## src/rtl/add8_accumulator.sv

```systemverilog
// Burst accumulator: sums BURST operands through a ripple adder, then presents the
// total with sticky carry/overflow flags over a valid/ready handshake.
module add8_accumulator #(
  parameter int unsigned WIDTH = 8,
  parameter int unsigned BURST = 4,
  parameter int unsigned CNTW  = 3
) (
  input  logic             clk,
  input  logic             reset,
  input  logic             clear,
  input  logic             in_valid,
  output logic             in_ready,
  input  logic [WIDTH-1:0] in_data,
  input  logic             in_ci,
  output logic             out_valid,
  input  logic             out_ready,
  output logic [WIDTH-1:0] acc_out,
  output logic             carry_out,
  output logic             ovf_out,
  output logic [CNTW-1:0]  count
);

  typedef enum logic [1:0] {IDLE, ACCUM, HOLD} state_t;

  state_t           state;
  logic [WIDTH-1:0] add_a;
  logic [WIDTH-1:0] add_sum;
  logic             add_c;
  logic             add_ovf;
  logic             accept;
  logic             last;
  logic             flag_c;
  logic             flag_v;

  // Ripple adder; a burst's first operand is added to zero so flags start fresh.
  always_comb begin
    add_a   = (state == ACCUM) ? acc_out : '0;
    add_sum = '0;
    add_c   = in_ci;
    for (int i = 0; i < int'(WIDTH); i++) begin
      add_sum[i] = add_a[i] ^ in_data[i] ^ add_c;
      add_c      = (add_a[i] & in_data[i]) | (add_c & (add_a[i] ^ in_data[i]));
    end
    add_ovf = (add_a[WIDTH-1] == in_data[WIDTH-1]) && (add_sum[WIDTH-1] != in_data[WIDTH-1]);
    accept  = in_valid && in_ready;
    last    = (count == CNTW'(BURST - 1));
    flag_c  = ((state == ACCUM) && carry_out) || add_c;
    flag_v  = ((state == ACCUM) && ovf_out) || add_ovf;
  end

  always_ff @(posedge clk) begin
    if (reset || clear) begin
      state     <= IDLE;
      in_ready  <= 1'b1;
      out_valid <= 1'b0;
      acc_out   <= '0;
      carry_out <= 1'b0;
      ovf_out   <= 1'b0;
      count     <= '0;
    end else begin
      case (state)
        IDLE, ACCUM: begin
          if (accept) begin
            acc_out   <= add_sum;
            carry_out <= flag_c;
            ovf_out   <= flag_v;
            count     <= count + CNTW'(1);
            if (last) begin
              state     <= HOLD;
              in_ready  <= 1'b0;
              out_valid <= 1'b1;
            end else begin
              state <= ACCUM;
            end
          end
        end
        HOLD: begin
          if (out_ready) begin
            state     <= IDLE;
            in_ready  <= 1'b1;
            out_valid <= 1'b0;
            acc_out   <= '0;
            carry_out <= 1'b0;
            ovf_out   <= 1'b0;
            count     <= '0;
          end
        end
        default: begin
          state     <= IDLE;
          in_ready  <= 1'b1;
          out_valid <= 1'b0;
        end
      endcase
    end
  end

endmodule
```

## config.mk

```make
export PLATFORM = sky130hd
export DESIGN_NAME = add8_accumulator
export DESIGN_NICKNAME = d
export VERILOG_FILES = /design/src/rtl/add8_accumulator.sv
export SDC_FILE = /design/constraint.sdc
export NUM_CORES = 1
export LEC_CHECK = 0
export ABC_AREA = 1
export CORE_UTILIZATION = 41
export DETAILED_ROUTE_END_ITERATION = 12
export GPL_ROUTABILITY_DRIVEN = 0
export PLACE_DENSITY_LB_ADDON = 0.2
export SLEW_MARGIN = 20
export SYNTH_ARGS = -nofsm -noshare
export SYNTH_HDL_FRONTEND = slang
export SYNTH_SLANG_ARGS = --single-unit
```

## constraint.sdc

```tcl
create_clock -name clk -period 3.5 [get_ports clk]
set_input_delay 0.525 -clock clk [delete_from_list [all_inputs] [get_ports clk]]
set_output_delay 0.525 -clock clk [all_outputs]
set_load 0.03 [all_outputs]
```

==> results.tsv, run 1 <==
stage	metric	value	unit
synthesis	Synth cell types	13	
floorplan	initial core utilization	43.81	%
final_layout	final-stage net count	197	
setup_path	origin of the critical flop-to-flop path	state[0]$_SDFFE_PP0P_	
floorplan	Vert. Die Dim	50.85	microns
setup_path	worst reg2reg endpoint	ovf_out$_SDFFE_PP0P_	
synthesis	synthesized netlist net count	160	
timing	max-slew violations	0	
synthesis	#FFs+latches synth	17	
clock_tree	clock input transition at the sequential cells of the worst setup and hold paths	90	ps
floorplan	Die ar.	2586	sq um
clock_tree	CTS Sinks	17	
final_layout	non-filler cells in the finished layout	199	
setup_path	path depth of the worst reg2reg path	20	
route	wire length per cell	10.00	microns
route	1st-iter DRT viols	9	
final_layout	area delta synth->final	41.30	%
clock_tree	maximum buffer depth of the clock tree	2	
run_status	violated checks	negative setup slack	
global_routing	largest net degree at the start of global routing	14	
timing	Fin Clk Skew	3.028	ps
floorplan	number of top-level pins	29	
power	Worst IR Drop VDD	173.3	uV
synthesis	synthesis warning total	0	
run_status	status	finished, violations left	
power	post-route total power	0.3825	mW
clock_tree	TritonCTS buffer count	3	
placement	total instance count after detailed placement	192	
timing	final hold vios	0	
final_layout	total of fill cells in the finished design	210	
route	count of nets left with antenna violations after detail routing	0	
timing	Final min period	3691	ps
route	DRC violation count after routing	0	
setup_path	register-to-register setup slack	-190	ps
timing	final sum of negative setup slack	-311.9	ps
power	total power divided by cell area	276.6	nW/um^2
clock_tree	CTS tree	done	
setup_path	CP Max Fanout	3	
clock_tree	Root Buffer Master	sky130_fd_sc_hd__clkbuf_4	
route	number of iterations in the first detailed-routing pass	4	
global_routing	via count of the first global-routing pass	848	
setup_path	required time worst endpoint	3660	ps
setup_path	critical path startpoint category	flip-flop	
synthesis	Post-Syn Area per Cell	7.248	sq um
synthesis	synthesized instance count	135	
timing	pin slew with the least headroom to its limit	846.2	ps
run	Max-cap violations	0	
final_layout	area taken by multi-input logic gates	531.8	sq um
placement	Detailed Place HPWL	1.523	mm
synthesis	part of the Yosys area used for sequential elements	34.78	%
setup_path	critical path endpoint	ovf_out$_SDFFE_PP0P_	
final_layout	area taken by flip-flops and latches	342.8	sq um
timing	Worst Slack Setup Final	-191.4	ps
global_routing	global-route wire length before repair	3.470	mm
route	routed wire length	1.990	mm
final_layout	Ant. Diodes	0	
clock_tree	CTS HTree Levels	1	
clock_tree	total of hold buffers inserted after clock tree synthesis	0	
route	DR vias	885	
final_layout	proportion of layout cells with a drive suffix above 1	16.37	%
global_routing	global routing usage summed across all routing layers	17.90	%
setup_path	data arrival at the endpoint of the critical path	3850	ps
timing	# setup viols final	2	
timing	RSZ-0062 raised after global routing	yes	
floorplan	Die Wd	50.85	microns
clock_tree	clock insertion delay at the later pin of the skew report	280	ps
setup_path	launch point of the worst path	state[0]$_SDFFE_PP0P_	
setup_path	capturing element type of the critical path	flip-flop	
floorplan	Core Footprint	2233	sq um
global_routing	number of antenna violations at the first check in global routing	0	
floorplan	count of standard-cell rows	17	
min_path	path category of the worst min-delay check	reg -> reg	
synthesis	post-synthesis instance area	978.4	sq um
timing	Fmax	0.2709	GHz
setup_path	type of the worst setup path	reg -> reg	
timing	part of the cycle the worst path needs	105.5	%
route	ratio of routed vias to standard cells	4.447	
power	LEAKAGE	0.6169	nW
global_routing	Overflow after GRT	0	
timing	Slew Limit Headroom	43.38	%
placement	port bufs	28	
==> cells by family (layout without fill, tap and decap cells) <==
logic type               Yosys count  count (layout)  share of synthesized area, %
AO/OA/AOI/OAI                     16              16                         8.184
adder cells (fa/ha/maj)           11              11                         20.20
buffers and inverters             34              70                         13.94
flip-flops                        17              17                         34.78
AND/OR/NAND/NOR                   57              57                         22.89
==> report_power, final <==
part / internal [mW] / switching [mW]
clock: 0.0442 / 0.0574
combinational: 0.0372 / 0.0412
sequential: 0.199 / 0.00387
total: 0.280 / 0.102
==> critical path: stages (launching register included) <==
cell and delay, ps:
sky130_fd_sc_hd__dfxtp_2 340, sky130_fd_sc_hd__inv_2 50, sky130_fd_sc_hd__nor2_4 80, sky130_fd_sc_hd__nand2_2 60
sky130_fd_sc_hd__fa_2 360, sky130_fd_sc_hd__fa_2 350, sky130_fd_sc_hd__fa_2 350, sky130_fd_sc_hd__fa_2 340
sky130_fd_sc_hd__inv_2 60, sky130_fd_sc_hd__fa_2 180, sky130_fd_sc_hd__fa_2 190, sky130_fd_sc_hd__inv_2 40
sky130_fd_sc_hd__fa_2 330, sky130_fd_sc_hd__inv_2 60, sky130_fd_sc_hd__fa_1 420, sky130_fd_sc_hd__inv_1 80
sky130_fd_sc_hd__nand2_1 50, sky130_fd_sc_hd__nand3_1 70, sky130_fd_sc_hd__nand2_1 50, sky130_fd_sc_hd__nand2_1 50
sky130_fd_sc_hd__a21oi_1 60
==> registers in the layout, indices dropped and copies added (netlist names) <==
register / flops
count: 3
state: 2
out_valid: 1
carry_out: 1
in_ready: 1
acc_out: 8
ovf_out: 1
==> synthesized netlist by cell type <==
cell	instances	share of area [%]
sky130_fd_sc_hd__a21oi_1	14	7.2
sky130_fd_sc_hd__buf_2	1	0.51
sky130_fd_sc_hd__buf_6	1	1.2
sky130_fd_sc_hd__clkbuf_1	1	0.38
sky130_fd_sc_hd__dfxtp_1	17	35
sky130_fd_sc_hd__fa_1	8	16
sky130_fd_sc_hd__ha_1	3	3.8
sky130_fd_sc_hd__inv_1	31	12
sky130_fd_sc_hd__nand2_1	44	17
sky130_fd_sc_hd__nand3_1	3	1.5
sky130_fd_sc_hd__nand3_2	1	1.0
sky130_fd_sc_hd__nor2_1	9	3.5
sky130_fd_sc_hd__o21ai_0	2	1.0
==> cell usage in the layout (no fill, tap or decap) <==
cell / Yosys / layout
sky130_fd_sc_hd__a21oi_1: 14 / 14
sky130_fd_sc_hd__nor2_1: 9 / 8
sky130_fd_sc_hd__fa_1: 8 / 1
sky130_fd_sc_hd__buf_4: 0 / 7
sky130_fd_sc_hd__inv_1: 31 / 26
sky130_fd_sc_hd__clkbuf_4: 0 / 3
sky130_fd_sc_hd__clkbuf_1: 1 / 1
sky130_fd_sc_hd__nand2_2: 0 / 2
sky130_fd_sc_hd__dfxtp_1: 17 / 15
sky130_fd_sc_hd__fa_2: 0 / 7
sky130_fd_sc_hd__dlygate4sd2_1: 0 / 2
sky130_fd_sc_hd__nand3_1: 3 / 3
sky130_fd_sc_hd__o21ai_0: 2 / 2
sky130_fd_sc_hd__nand3_2: 1 / 1
sky130_fd_sc_hd__clkdlybuf4s50_1: 0 / 26
sky130_fd_sc_hd__nand2_1: 44 / 42
sky130_fd_sc_hd__dfxtp_2: 0 / 2
sky130_fd_sc_hd__nor2_4: 0 / 1
sky130_fd_sc_hd__ha_1: 3 / 3
sky130_fd_sc_hd__inv_2: 0 / 5
==> layer usage <==
metal  global-route usage, %  wire, microns
met1                   22.03            922
met2                   31.56            986
met3                   2.381             69
met4                   6.944             12
met5                       0              0
==> how the worst min path moves through the flow <==
stage	from	end	slack [ps]	cells past startpoint
after floorplan	state[0]$_SDFFE_PP0P_	state[0]$_SDFFE_PP0P_	500	2
after global placement	out_valid$_SDFFE_PP0P_	out_valid$_SDFFE_PP0P_	440	2
after detailed placement	out_valid$_SDFFE_PP0P_	out_valid$_SDFFE_PP0P_	450	2
after CTS	out_valid$_SDFFE_PP0P_	out_valid$_SDFFE_PP0P_	460	2
after global routing	out_valid$_SDFFE_PP0P_	out_valid$_SDFFE_PP0P_	480	2
final	out_valid$_SDFFE_PP0P_	out_valid$_SDFFE_PP0P_	460	2
==> layout make-up <==
type | instances | share of cell area [%]
multi-input combinational | 84 | 38.46
clock buffer | 4 | 1.900
tap | 28 | 2.534
timing repair buffer | 35 | 23.89
sequential | 17 | 24.80
inverter | 31 | 8.416
==> stage by stage <==
step | area (sq um) | setup WS, ps | hold WS (ps) | util (%)
final | 1383 | -191.4 | 457.5 | 61.90
after global routing | 1383 | -372.3 | 477.7 | 61.90
after CTS | 1373 | -463.2 | 462.6 | 61.46
after detailed placement | 1320 | -808.1 | 448.1 | 59.10
after floorplan | 994.7 | -140.4 | 495.7 | -
after global placement | 1320 | -729.7 | 441.8 | 59.10
==> what timing repair did <==
item | CTS | global route
setup endpoints to repair | 3 | 4
resized for setup | 13 | 1
pin swaps | 14 | 10
setup buffers | 2 | 1
Power figures use the tool's default switching activity.
==> inputs of run 2 (changes only) <==
MAX_ROUTING_LAYER = met4   (was not set)
==> results of run 2 <==
No change in the layout: final DEF, timing and power equal those of run 1.
Among the figures that moved: overall routing resource usage 17.90% -> 18.40%
